$ cat src/rtl/fp_mul_iter.sv
// Iterative IEEE-754 multiplier: radix-2 shift-add significand product, one-cycle round/pack, valid/ready on both sides.
// NaN/Inf/zero operands bypass the datapath and complete on the cycle after accept.
module fp_mul_iter #(
  parameter int EXPW  = 5,
  parameter int FRACW = 10,
  parameter int BIAS  = (1 << (EXPW-1)) - 1,
  parameter int WIDTH = 1 + EXPW + FRACW
) (
  input  logic             clock,
  input  logic             reset,
  input  logic             inValid,
  output logic             inReady,
  input  logic [WIDTH-1:0] a,
  input  logic [WIDTH-1:0] b,
  input  logic             rm,
  output logic             outValid,
  input  logic             outReady,
  output logic [WIDTH-1:0] result,
  output logic [3:0]       flags
);

  localparam int PW = 2*FRACW + 2;
  localparam int EW = EXPW + 2;
  localparam int CW = $clog2(FRACW + 1);
  localparam logic signed [EW-1:0] E_ONE  = EW'(1);
  localparam logic signed [EW-1:0] E_MAX  = EW'((1 << EXPW) - 1);
  localparam logic        [EW-1:0] BIAS_E = EW'(BIAS);
  localparam logic [WIDTH-1:0] QNAN = {1'b0, {EXPW{1'b1}}, 1'b1, {(FRACW-1){1'b0}}};

  typedef enum logic [1:0] {IDLE, MUL, ROUND, DONE} state_t;

  state_t            state;
  logic [CW-1:0]     cnt;
  logic              sign_q, rm_q;
  logic [EXPW-1:0]   ea_q, eb_q;
  logic [PW-1:0]     mcand, prod;
  logic [FRACW:0]    mplier;

  // Operand decode for the accept cycle
  logic [EXPW-1:0]  a_exp, b_exp;
  logic [FRACW-1:0] a_frac, b_frac;
  logic a_nan, b_nan, a_snan, b_snan, a_inf, b_inf, a_zero, b_zero, sgn_in;
  assign a_exp  = a[WIDTH-2 -: EXPW];
  assign b_exp  = b[WIDTH-2 -: EXPW];
  assign a_frac = a[FRACW-1:0];
  assign b_frac = b[FRACW-1:0];
  assign a_nan  = (&a_exp) && (|a_frac);
  assign b_nan  = (&b_exp) && (|b_frac);
  assign a_snan = a_nan && !a_frac[FRACW-1];
  assign b_snan = b_nan && !b_frac[FRACW-1];
  assign a_inf  = (&a_exp) && !(|a_frac);
  assign b_inf  = (&b_exp) && !(|b_frac);
  assign a_zero = !(|a_exp) && !(|a_frac);
  assign b_zero = !(|b_exp) && !(|b_frac);
  assign sgn_in = a[WIDTH-1] ^ b[WIDTH-1];

  logic             sp_hit;
  logic [WIDTH-1:0] sp_res;
  logic [3:0]       sp_flags;

  always_comb begin
    sp_hit   = a_nan || b_nan || a_inf || b_inf || a_zero || b_zero;
    sp_res   = {sgn_in, {(WIDTH-1){1'b0}}};
    sp_flags = 4'b0000;
    if (a_nan || b_nan) begin
      sp_res   = QNAN;
      sp_flags = {a_snan || b_snan, 3'b000};
    end else if ((a_inf && b_zero) || (b_inf && a_zero)) begin
      sp_res   = QNAN;
      sp_flags = 4'b1000;
    end else if (a_inf || b_inf) begin
      sp_res   = {sgn_in, {EXPW{1'b1}}, {FRACW{1'b0}}};
    end
  end

  // Normalize / denormalize / round / pack from the finished product
  logic [PW-1:0]          m;
  logic signed [EW-1:0]   e, exp_pre, exp_r;
  logic                   sticky_sh, tiny, guard, rnd, sticky, lsb, inexact, up, ovf;
  logic [FRACW+1:0]       sum;
  logic [FRACW-1:0]       frac_r;
  logic [WIDTH-1:0]       rnd_res;
  logic [3:0]             rnd_flags;

  always_comb begin
    m = prod[PW-1] ? prod : {prod[PW-2:0], 1'b0};
    e = $signed({2'b00, ea_q} + {2'b00, eb_q} - BIAS_E + EW'(prod[PW-1]));
    sticky_sh = 1'b0;
    for (int i = 0; i < PW; i++) begin
      if (!m[PW-1] && e > E_ONE) begin
        m = {m[PW-2:0], 1'b0};
        e = e - E_ONE;
      end
    end
    for (int i = 0; i <= PW; i++) begin
      if (e < E_ONE) begin
        sticky_sh = sticky_sh | m[0];
        m = {1'b0, m[PW-1:1]};
        e = e + E_ONE;
      end
    end
    tiny    = !m[PW-1];
    exp_pre = tiny ? '0 : e;
    lsb     = m[PW-1-FRACW];
    guard   = m[PW-2-FRACW];
    rnd     = m[PW-3-FRACW];
    sticky  = (|m[PW-4-FRACW:0]) | sticky_sh;
    inexact = guard | rnd | sticky;
    up      = !rm_q && guard && (rnd || sticky || lsb);
    sum     = {1'b0, m[PW-1 -: FRACW+1]} + {{(FRACW+1){1'b0}}, up};
    if (sum[FRACW+1]) begin
      exp_r  = exp_pre + E_ONE;
      frac_r = sum[FRACW:1];
    end else begin
      // A subnormal that rounds up into the hidden bit becomes the smallest normal
      exp_r  = sum[FRACW] ? (tiny ? E_ONE : exp_pre) : '0;
      frac_r = sum[FRACW-1:0];
    end
    ovf = exp_r >= E_MAX;
    if (ovf) begin
      rnd_res   = rm_q ? {sign_q, {(EXPW-1){1'b1}}, 1'b0, {FRACW{1'b1}}}
                       : {sign_q, {EXPW{1'b1}}, {FRACW{1'b0}}};
      rnd_flags = 4'b0101;
    end else begin
      rnd_res   = {sign_q, exp_r[EXPW-1:0], frac_r};
      rnd_flags = {2'b00, tiny && inexact, inexact};
    end
  end

  always_ff @(posedge clock or posedge reset) begin
    if (reset) begin
      state    <= IDLE;
      inReady  <= 1'b1;
      outValid <= 1'b0;
      result   <= '0;
      flags    <= '0;
      cnt      <= '0;
      sign_q   <= 1'b0;
      rm_q     <= 1'b0;
      ea_q     <= '0;
      eb_q     <= '0;
      mcand    <= '0;
      mplier   <= '0;
      prod     <= '0;
    end else begin
      case (state)
        IDLE: begin
          if (inValid && inReady) begin
            inReady <= 1'b0;
            sign_q  <= sgn_in;
            rm_q    <= rm;
            ea_q    <= (|a_exp) ? a_exp : EXPW'(1);
            eb_q    <= (|b_exp) ? b_exp : EXPW'(1);
            mcand   <= PW'({|a_exp, a_frac});
            mplier  <= {|b_exp, b_frac};
            prod    <= '0;
            cnt     <= '0;
            if (sp_hit) begin
              result   <= sp_res;
              flags    <= sp_flags;
              outValid <= 1'b1;
              state    <= DONE;
            end else begin
              state <= MUL;
            end
          end
        end
        MUL: begin
          if (mplier[0]) prod <= prod + mcand;
          mcand  <= {mcand[PW-2:0], 1'b0};
          mplier <= {1'b0, mplier[FRACW:1]};
          cnt    <= cnt + CW'(1);
          if (cnt == CW'(FRACW)) state <= ROUND;
        end
        ROUND: begin
          result   <= rnd_res;
          flags    <= rnd_flags;
          outValid <= 1'b1;
          state    <= DONE;
        end
        DONE: begin
          if (outReady) begin
            outValid <= 1'b0;
            inReady  <= 1'b1;
            state    <= IDLE;
          end
        end
        default: state <= IDLE;
      endcase
    end
  end

endmodule

$ cat config.mk
export PLATFORM = sky130hd
export DESIGN_NAME = fp_mul_iter
export DESIGN_NICKNAME = d
export VERILOG_FILES = /design/src/rtl/fp_mul_iter.sv
export SDC_FILE = /design/constraint.sdc
export NUM_CORES = 1
export LEC_CHECK = 0
export BUFFER_PORTS_ARGS = -buffer_cell sky130_fd_sc_hd__buf_4
export CAP_MARGIN = 20
export CORE_ASPECT_RATIO = 0.5
export CORE_MARGIN = 2
export CORE_UTILIZATION = 25
export CTS_BUF_LIST = sky130_fd_sc_hd__clkbuf_16
export CTS_CLUSTER_SIZE = 10
export DETAILED_ROUTE_END_ITERATION = 6
export SYNTH_ARGS = -nofsm -noshare
export SYNTH_HDL_FRONTEND = slang
export SYNTH_SLANG_ARGS = --single-unit
$ cat constraint.sdc
create_clock -name clock -period 116.6 [get_ports clock]
set_input_delay 23.32 -clock clock [delete_from_list [all_inputs] [get_ports clock]]
set_output_delay 23.32 -clock clock [all_outputs]
set_load 0.1 [all_outputs]
* Word level (Yosys, flattened, before mapping)
Cells that the tools add are included.
Word-level totals: register bits 95, bits of input ports 37, output and inout port bits 22, logic and storage cells 397
Operators by class: add/subtract/negate cells 52, $lt $le $gt $ge 46, eq/ne operators 9, muxes and demuxes 156, bitwise logic cells 26, reduce and logical (&&, ||, !) cells 95
Operators with widths (count):
- $mux 22 | 49
- $mux 7 | 49
- $add 7x2->7 const B | 24
- $lt 7x2->1 const B | 23
- $gt 7x2->1 const B | 22
- $sub 7x2->7 const B | 22
- $pmux 22 s2 | 2
- $mux 16 | 4
- $logic_and 1x1->1 | 36
- $pmux 16 s2 | 1
- $logic_not 1->1 | 30
- $mux 15 | 2
- $mux 1 | 28
- $or 1x1->1 | 25
- $add 22x22->22 | 1
- $mux 11 | 2
- $pmux 11 s2 | 1
- $mux 4 | 5
- $reduce_or 10->1 | 2
- $pmux 4 s2 | 2
- $add 11x1->12 | 1
- $reduce_and 3->1 | 4
- $logic_or 1x1->1 | 10
- $mux 10 | 1
- 24 further kinds | 38

* Depth between registers and ports, before layout
Gate-level depths: netlist of run 1.
word-level depth 126, depth in mapped cells 261, mapped depth without buffers 233

* Worst setup path before layout of run 1
OpenSTA, ideal clock, no wires.
path kind register to register, start point reg prod[21], end point reg result[1], setup time 0.137 ns, arrival 52.164 ns, required time 116.463 ns, slack 64.300 ns, cell stages (with the launch flop) 236, buffers on the path 27, period minus slack after synthesis 52.300 ns, path through dfrtp_1 -> clkbuf_1 -> buf_1 -> clkbuf_1 -> inv_1 -> ha_1 -> inv_1 -> ha_1 -> inv_1 -> fa_1 -> nor2b_2 -> nor2_1 -> nor4_1 -> o211ai_1 -> o21ai_1 -> o21ai_0 -> ha_1 -> nor3_1 -> [... 200 more ...] -> a2bb2oi_1 -> nor4_1 -> o32a_1 -> buf_4 -> ha_1 -> inv_1 -> nor2_1 -> a311o_1 -> and2_1 -> ha_1 -> and2_1 -> nor3b_1 -> mux2i_1 -> a211oi_1 -> a41o_2 -> or2_1 -> a21o_1 -> o211ai_1
On the way: cells in the longest elaborated chain, start to end 124, elaborated cells on any way between the ends 287, those cells by class add/sub: 48; order compare: 46; mux: 121; bitwise: 23; reduce/logical: 49
RTL lines:
- start, declared | line 36 | logic [PW-1:0] mcand, prod;
- start signal, assigned | line 169 | if (mplier[0]) prod <= prod + mcand;
- $add 7x1->7 / $mux 22 (equally long branches) | line 87, 86
- $gt 7x2->1 / $logic_not 1->1 (equally long branches) | line 90 | if (!m[PW-1] && e > E_ONE) begin
- $logic_and 1x1->1 | line 90
- $mux 7 / $mux 22 (equally long branches) | line 90
- $gt 7x2->1 / $logic_not 1->1 (equally long branches) | line 90
- $logic_and 1x1->1 | line 90
- $mux 7 / $mux 22 (equally long branches) | line 90
- $gt 7x2->1 / $logic_not 1->1 (equally long branches) | line 90
- [... 107 more ...]
- $logic_or 1x1->1 (2 in a row) | line 109 | up = !rm_q && guard && (rnd || sticky || lsb);
- $logic_and 1x1->1 | line 109
- $add 11x1->12 | line 110 | sum = {1'b0, m[PW-1 -: FRACW+1]} + {{(FRACW+1){1'b0}}, up};
- $mux 7 | line 116 | exp_r = sum[FRACW] ? (tiny ? E_ONE : exp_pre) : '0;
- $mux 7 | line 111 | if (sum[FRACW+1]) begin
- $ge 7x6->1 | line 119 | ovf = exp_r >= E_MAX;
- $mux 15 * | line 120 | if (ovf) begin
- $pmux 16 s2 * | line 146 | case (state)
- end signal, assigned | line 159 | result <= sp_res;
- end signal, assigned | line 176 | result <= rnd_res;
- end, declared | line 18 | output logic [WIDTH-1:0] result,
Mark *: on every way between the ends. The rest lies on a longest branch, timed or not. A chain may end at the register's enable or synchronous reset.

* Worst setup path after layout of run 1
start point reg ea_q[0], end point reg result[6]
On the way: cells in the longest elaborated chain, start to end 126, elaborated cells on any way between the ends 287, those cells by class add/sub: 50; order compare: 46; mux: 120; bitwise: 23; reduce/logical: 48
RTL lines:
- start, declared | line 35 | logic [EXPW-1:0] ea_q, eb_q;
- start signal, assigned | line 152 | ea_q <= (|a_exp) ? a_exp : EXPW'(1);
- $add 5x5->6 * | line 87 | e = $signed({2'b00, ea_q} + {2'b00, eb_q} - BIAS_E + EW'(prod[PW-1]));
- $sub 6x4->7 * | line 87
- $add 7x1->7 * | line 87
- $gt 7x2->1 | line 90
- $logic_and 1x1->1 | line 90
- $mux 7 / $mux 22 (equally long branches) | line 90
- $gt 7x2->1 / $logic_not 1->1 (equally long branches) | line 90
- $logic_and 1x1->1 | line 90
- [... 109 more ...]
- $logic_or 1x1->1 (2 in a row) | line 109
- $logic_and 1x1->1 | line 109
- $add 11x1->12 | line 110
- $mux 7 | line 116
- $mux 7 | line 111
- $ge 7x6->1 | line 119
- $mux 15 * | line 120
- $pmux 16 s2 * | line 146
Marks and branches as above.

==> impl_metrics.ini, run 1 <==
[worst_setup_path]
startpoint = ea_q[0]$_DFFE_PP0P_
cpPeakStageDelay_ps = 920
critPathRequiredTime_ps = 116890
crit_buf_inv = 34
r2r_end = result[6]$_DFFE_PP0P_
start_kind = flip-flop
crit_arrival_ps = 63980
critPathSlowestCell = o31ai_4
worst_setup_path_end_kind = flip-flop
r2r_start = ea_q[0]$_DFFE_PP0P_
crit_fanout = 44
crit_type = flip-flop to flip-flop
rrSetupSlack_ps = 52910
critical_path.top_delay_family = compound AO/OA/AOI/OAI gates
cpMostUsedCell = ha_1
reg2reg_depth = 225
cp.depth = 225

[run_status]
run_status = finished, final reports clean

[yosys]
synth_edf_count = 0
synth_flop_cell = dfrtp_1
syn_inst = 4022
syn-num-nets = 4166
synth-seq-cells = 95
seq_area_frac_synth_pct = 8.101
ys_warn_count = 0
synth_area_sq_mm = 0.02936
postSynthAreaPerCell_sq_um = 7.300
synthDistinctLibCells = 151
async_flop_share_pct = 100.0

[min_path]
min_to = mplier[2]$_DFFE_PP0P_
hp-start = mplier[2]$_DFFE_PP0P_
min_path_cells = 2
min_path_type = flip-flop to flip-flop

[final_layout]
layout-drive-gt1-share_pct = 11.21
final_cell_mix = mux2i_1 (416), nand2_1 (395), nor2_1 (388)
fin_cells = 5535
area_growth_pct = 7.675
nets = 4092
layout_commonest_cell = mux2i_1

[grt]
overflow = 0
grt_usage_pct = 14.47
antenna_found_initial = 7
grt_pass1_vias = 27328
grt_pass1_wl_mm = 147.3
grt_max_degree = 68

[timing]
whs_ps = 481.8
period_needed_ps = 63690
maxSlewHeadroom_pct = 26.53
finClkSkew_ps = 7.519
hold_viol = 0
tns_ps = 0
drv_slew = 0
fmax_mhz = 15.70
fin_crit_sh_pct = 54.62
rsz0062_at_grt = no
worst_slew_pin_slew_ps = 1102
setup_violations = 0

[die]
design.die.area_sq_mm = 0.1204
die_w_um = 488.7
std_cell_rows = 88
initial_core_util_pct = 25.35
core_sq_mm = 0.1158
die_height_um = 246.3
ioPinCount = 59

[clock_network]
cts_buffers = 9
root_buffer = clkbuf_16
insertion_delay_ps = 380
clk_pin_slew_ps = 70
post_cts_buffers = 0
cts_tree = yes
htreeDepth = 3
clockBufferDepth = 2
ctsResizeCount = 0
cts_sinks = 95
holdBufCountCts = 0

[route]
drtPass1Iterations = 6
viasPerCell = 5.534
drc = 0
detail-route-antenna-nets = 0
drtIter0Drc = 2800
wire_per_inst_um = 16.56
vias = 30632
wirelength_mm = 91.68

[placement]
gp_congestion = 0.9252
hpwl_mm = 73.39
placedCellCount = 5508
io_buffers = 58

[run]
maxCapViolations = 0
through the flow:
step                      cell area [sq um]  util, %  setup WS (ps)
after floorplan                       29360        -          64300
after global placement                31260    26.99          54640
after detailed placement              31260    26.99          53260
after CTS                             31560    27.25          52950
after global routing                  31610    27.29          47590
final                                 31610    27.29          52910
sequential cells by signal, summed over array words and instances, names as in the netlist:
register and flops:
outValid 1, rm_q 1, sign_q 1, result 16, ea_q 5, mplier 11, state 2, eb_q 5
prod 22, cnt 4, mcand 22, flags 4, inReady 1
synthesized netlist by cell type (all sizes together), types with 21 or more instances:
cell type | n | share of area (%)
a2111oi | 27 | 1.1
a211o | 21 | 0.63
a211oi | 58 | 1.6
a21boi | 24 | 0.66
a21o | 55 | 1.4
a21oi | 280 | 4.9
a22o | 23 | 0.69
a31o | 27 | 0.81
a31oi | 49 | 1.2
and2 | 64 | 1.4
and3 | 44 | 0.94
buf | 99 | 2.1
clkbuf | 89 | 1.2
dfrtp | 94 | 8.0
ha | 105 | 4.5
inv | 156 | 2.0
mux2 | 107 | 4.1
mux2i | 417 | 14
nand2 | 397 | 5.1
nand3 | 139 | 2.4
nand4 | 37 | 0.81
nor2 | 393 | 5.1
nor3 | 98 | 1.7
nor4 | 50 | 1.2
o2111ai | 33 | 1.0
o211ai | 74 | 2.0
o21a | 38 | 1.0
o21ai | 278 | 4.8
o21bai | 21 | 0.55
o22ai | 22 | 0.47
o31a | 26 | 0.78
o31ai | 43 | 1.4
or2 | 30 | 0.64
or3 | 36 | 0.78
xnor2 | 149 | 4.6
xor2 | 29 | 0.89
worst reg2reg max path, delay by kind of cell (launching register included):
family	cells	cell delay, ps
AND/OR/NAND/NOR	48	11470
adder cells (fa/ha/maj)	34	8860
XOR/XNOR	20	6300
AO/OA/AOI/OAI	81	27680
multiplexers	8	2750
buffers and inverters	34	6150
flip-flops	1	360
how the worst max path moves through the flow:
stage	to	slack [ps]
4_1_cts	result[6]$_DFFE_PP0P_	52950
3_5_place_dp	result[1]$_DFFE_PP0P_	53260
2_1_floorplan	result[1]$_DFFE_PP0P_	64300
5_1_grt	result[8]$_DFFE_PP0P_	47590
6_report	result[6]$_DFFE_PP0P_	52910
3_3_place_gp	result[3]$_DFFE_PP0P_	54640
kinds of logic (layout without fill, tap and decap cells):
group	after synthesis	count (layout)	synth area share, %
and+or+nand+nor	1408	1408	23.37
AOI/OAI and AO/OA	1350	1350	33.90
muxes	524	524	18.33
buffers and inverters	350	281	5.386
xor gates and xnor gates	188	188	6.307
adders and majority gates	107	107	4.611
DFF	95	95	8.101
other	0	7	0
cell type report:
cell class,count,area (sq um)
fillers,12764,84220
multi-input cells,3577,25540
flip-flops and latches,95,2379
well taps,1575,1971
repair buffers,106,800.8
inverters,159,599.3
clock buffers,9,225.2
clock inverters,7,77.57
diodes,7,17.52
layer usage:
| layer | global-route usage [%] | up-vias | wire length (um) |
|---|---|---|---|
| met5 | 0 | - | 0 |
| met4 | 3.752 | 0 | 1940 |
| met3 | 1.062 | 96 | 4285 |
| met2 | 22.17 | 872 | 39170 |
| met1 | 21.60 | 14385 | 46280 |
| li1 | - | 15279 | - |
Power of run 1 is left out: the tool's default activity adds up to more than one toggle a clock period on the data nets, which glitch-free logic cannot reach.
==> inputs of run 2 (changes only) <==
- ABC_AREA: not set -> 1
- clock period: 116.6 -> 56.2 ns (I/O delays scaled with it)
==> impl_metrics.ini, run 2 <==
[clock_network]
cts_buffers = 9
insertion_delay_ps = 360
ctsResizeCount = 0
clk_pin_slew_ps = 80
htreeDepth = 3
clockBufferDepth = 2
holdBufCountCts = 0
cts_tree = yes
root_buffer = clkbuf_16
cts_sinks = 95
post_cts_buffers = 0

[route]
vias = 30673
viasPerCell = 4.351
drc = 0
drtPass1Iterations = 5
drtIter0Drc = 1873
detail-route-antenna-nets = 0
wire_per_inst_um = 11.28
wirelength_mm = 79.52

[grt]
overflow = 0
grt_pass1_vias = 26955
grt_pass1_wl_mm = 132.7
grt_max_degree = 54
antenna_found_initial = 0
grt_usage_pct = 11.88

[timing]
rsz0062_at_grt = no
maxSlewHeadroom_pct = 33.71
setup_violations = 0
fin_crit_sh_pct = 84.72
period_needed_ps = 47610
worst_slew_pin_slew_ps = 994.3
fmax_mhz = 21.00
tns_ps = 0
hold_viol = 0
finClkSkew_ps = 11.58
drv_slew = 0

[final_layout]
layout-drive-gt1-share_pct = 19.54
area_growth_pct = 4.448
final_area_sq_mm = 0.03297
layout_commonest_cell = nand2_1
antennaDiodeCount = 0
fillers = 14210
largestRegisters = mcand (22), prod (22), result (16)
final_cell_mix = nand2_1 (1440), inv_1 (969), o21ai_0 (676)
fin_cells = 7050
nets = 5498

[worst_setup_path]
crit_fanout = 50
reg2reg_depth = 253
crit_type = flip-flop to flip-flop
r2r_end = result[0]$_DFFE_PP0P_
rrSetupSlack_ps = 8590
cpMostUsedCell = nand2_1
cpPeakStageDelay_ps = 750
start_kind = flip-flop
worst_setup_path_end_kind = flip-flop
critPathSlowestCell = nand3_2
crit_arrival_ps = 47840
r2r_start = prod[21]$_DFFE_PP0P_
critPathRequiredTime_ps = 56420

[yosys]
synth_edf_count = 0
synth_flop_cell = dfrtp_1
seq_area_frac_synth_pct = 7.536
ys_top_cells_by_area = nand2_1 (17%), inv_1 (12%), o21ai_0 (11%), dfrtp_1 (7.5%), nand2_4 (7.1%)
ys_warn_count = 0
synth-seq-cells = 95
syn-num-nets = 5610
async_flop_share_pct = 100.0
syn_inst = 5466
postSynthAreaPerCell_sq_um = 5.775
synthDistinctLibCells = 90
synth_top_area_cell = nand2_1
yosysTopAreaCellShare_pct = 17.12
synth_most_common_cell = nand2_1
synth_commonest_cells = nand2_1 (1440), inv_1 (970), o21ai_0 (676), nand3_1 (346), nand2_2 (337)
synth_area_sq_mm = 0.03156

[die]
die_height_um = 255.3
initial_core_util_pct = 25.13
core_sq_mm = 0.1256
ioPinCount = 59
die_w_um = 506.5
design.die.area_sq_mm = 0.1293
std_cell_rows = 92

[placement]
placedCellCount = 7034
io_buffers = 58
gp_congestion = 0.8863
placed_area_sq_mm = 0.03266
hpwl_mm = 65.06

[min_path]
min_to = result[5]$_DFFE_PP0P_
hp-start = result[5]$_DFFE_PP0P_
min_path_cells = 2
min_path_type = flip-flop to flip-flop

[run_status]
run_status = finished, final reports clean

[run]
maxCapViolations = 0
==> run 2: cell types whose count changed after synthesis, moves of 199 or more <==
cell	before	now
nand2_2	2	337
nand3_1	137	346
nand2_1	395	1440
a21oi_1	271	37
o21ai_0	213	676
nand2_4	0	199
inv_1	146	970
mux2i_1	416	9
==> run 2: metrics by stage <==
stage | setup WS, ps | hold WS (ps) | utilization [%]
global placement | 9934 | 467.7 | 26.00
detailed placement | 8773 | 468.3 | 26.00
CTS | 8722 | 487.9 | 26.25
finish | 8585 | 484.3 | 26.25
global route | 2992 | 507.3 | 26.25
floorplan | 22500 | 452.8 | -
==> run 2: area by class of cell <==
type                    instances  area (sq um)  area share (%)
clock buffers                   9         225.2          0.6831
clock inverters                 6         77.57          0.2353
inverters                    1088          4207           12.76
multi-input cells            4095         23480           71.21
flip-flops and latches         95          2379           7.215
well taps                    1692          2117           6.421
repair buffers                 65         488.0           1.480
==> run 2: critical path: cells and delay by family (launching register included) <==
family                   cells  cell delay (ps)
AND/OR/NAND/NOR            170            28950
AO/OA/AOI/OAI               18             6820
adder cells (fa/ha/maj)     31             6420
buffers and inverters       33             4480
flip-flops                   1              380
XOR/XNOR                     1              220
==> run 2: how the worst max path moves through the flow <==
stage / slack (ps) / to / from / depth (start not counted)
finish: 8590 / result[0]$_DFFE_PP0P_ / prod[21]$_DFFE_PP0P_ / 253
global route: 2990 / result[0]$_DFFE_PP0P_ / prod[21]$_DFFE_PP0P_ / 255
CTS: 8720 / result[0]$_DFFE_PP0P_ / prod[21]$_DFFE_PP0P_ / 253
detailed placement: 8770 / result[0]$_DFFE_PP0P_ / prod[21]$_DFFE_PP0P_ / 252
global placement: 9930 / result[0]$_DFFE_PP0P_ / prod[21]$_DFFE_PP0P_ / 256
floorplan: 22500 / result[11]$_DFFE_PP0P_ / prod[21]$_DFFE_PP0P_ / 281
==> run 2: kinds of logic after synthesis <==
logic type | after synthesis | share of synthesized area, %
flops | 95 | 7.536
buf+inv | 1276 | 18.13
fa+ha+maj | 107 | 4.289
mux | 11 | 0.3568
compound gates | 912 | 16.62
xor+xnor | 63 | 1.819
simple gates | 3002 | 51.25
==> run 2: per-layer routing <==
metal	up-vias	global-route usage [%]	wire [um]
met5	-	0	0
met4	0	2.090	1297
met3	50	0.9012	1996
met2	358	19.98	35500
met1	13351	16.71	40730
li1	16914	-	-
Power of run 2 is left out for the same reason.
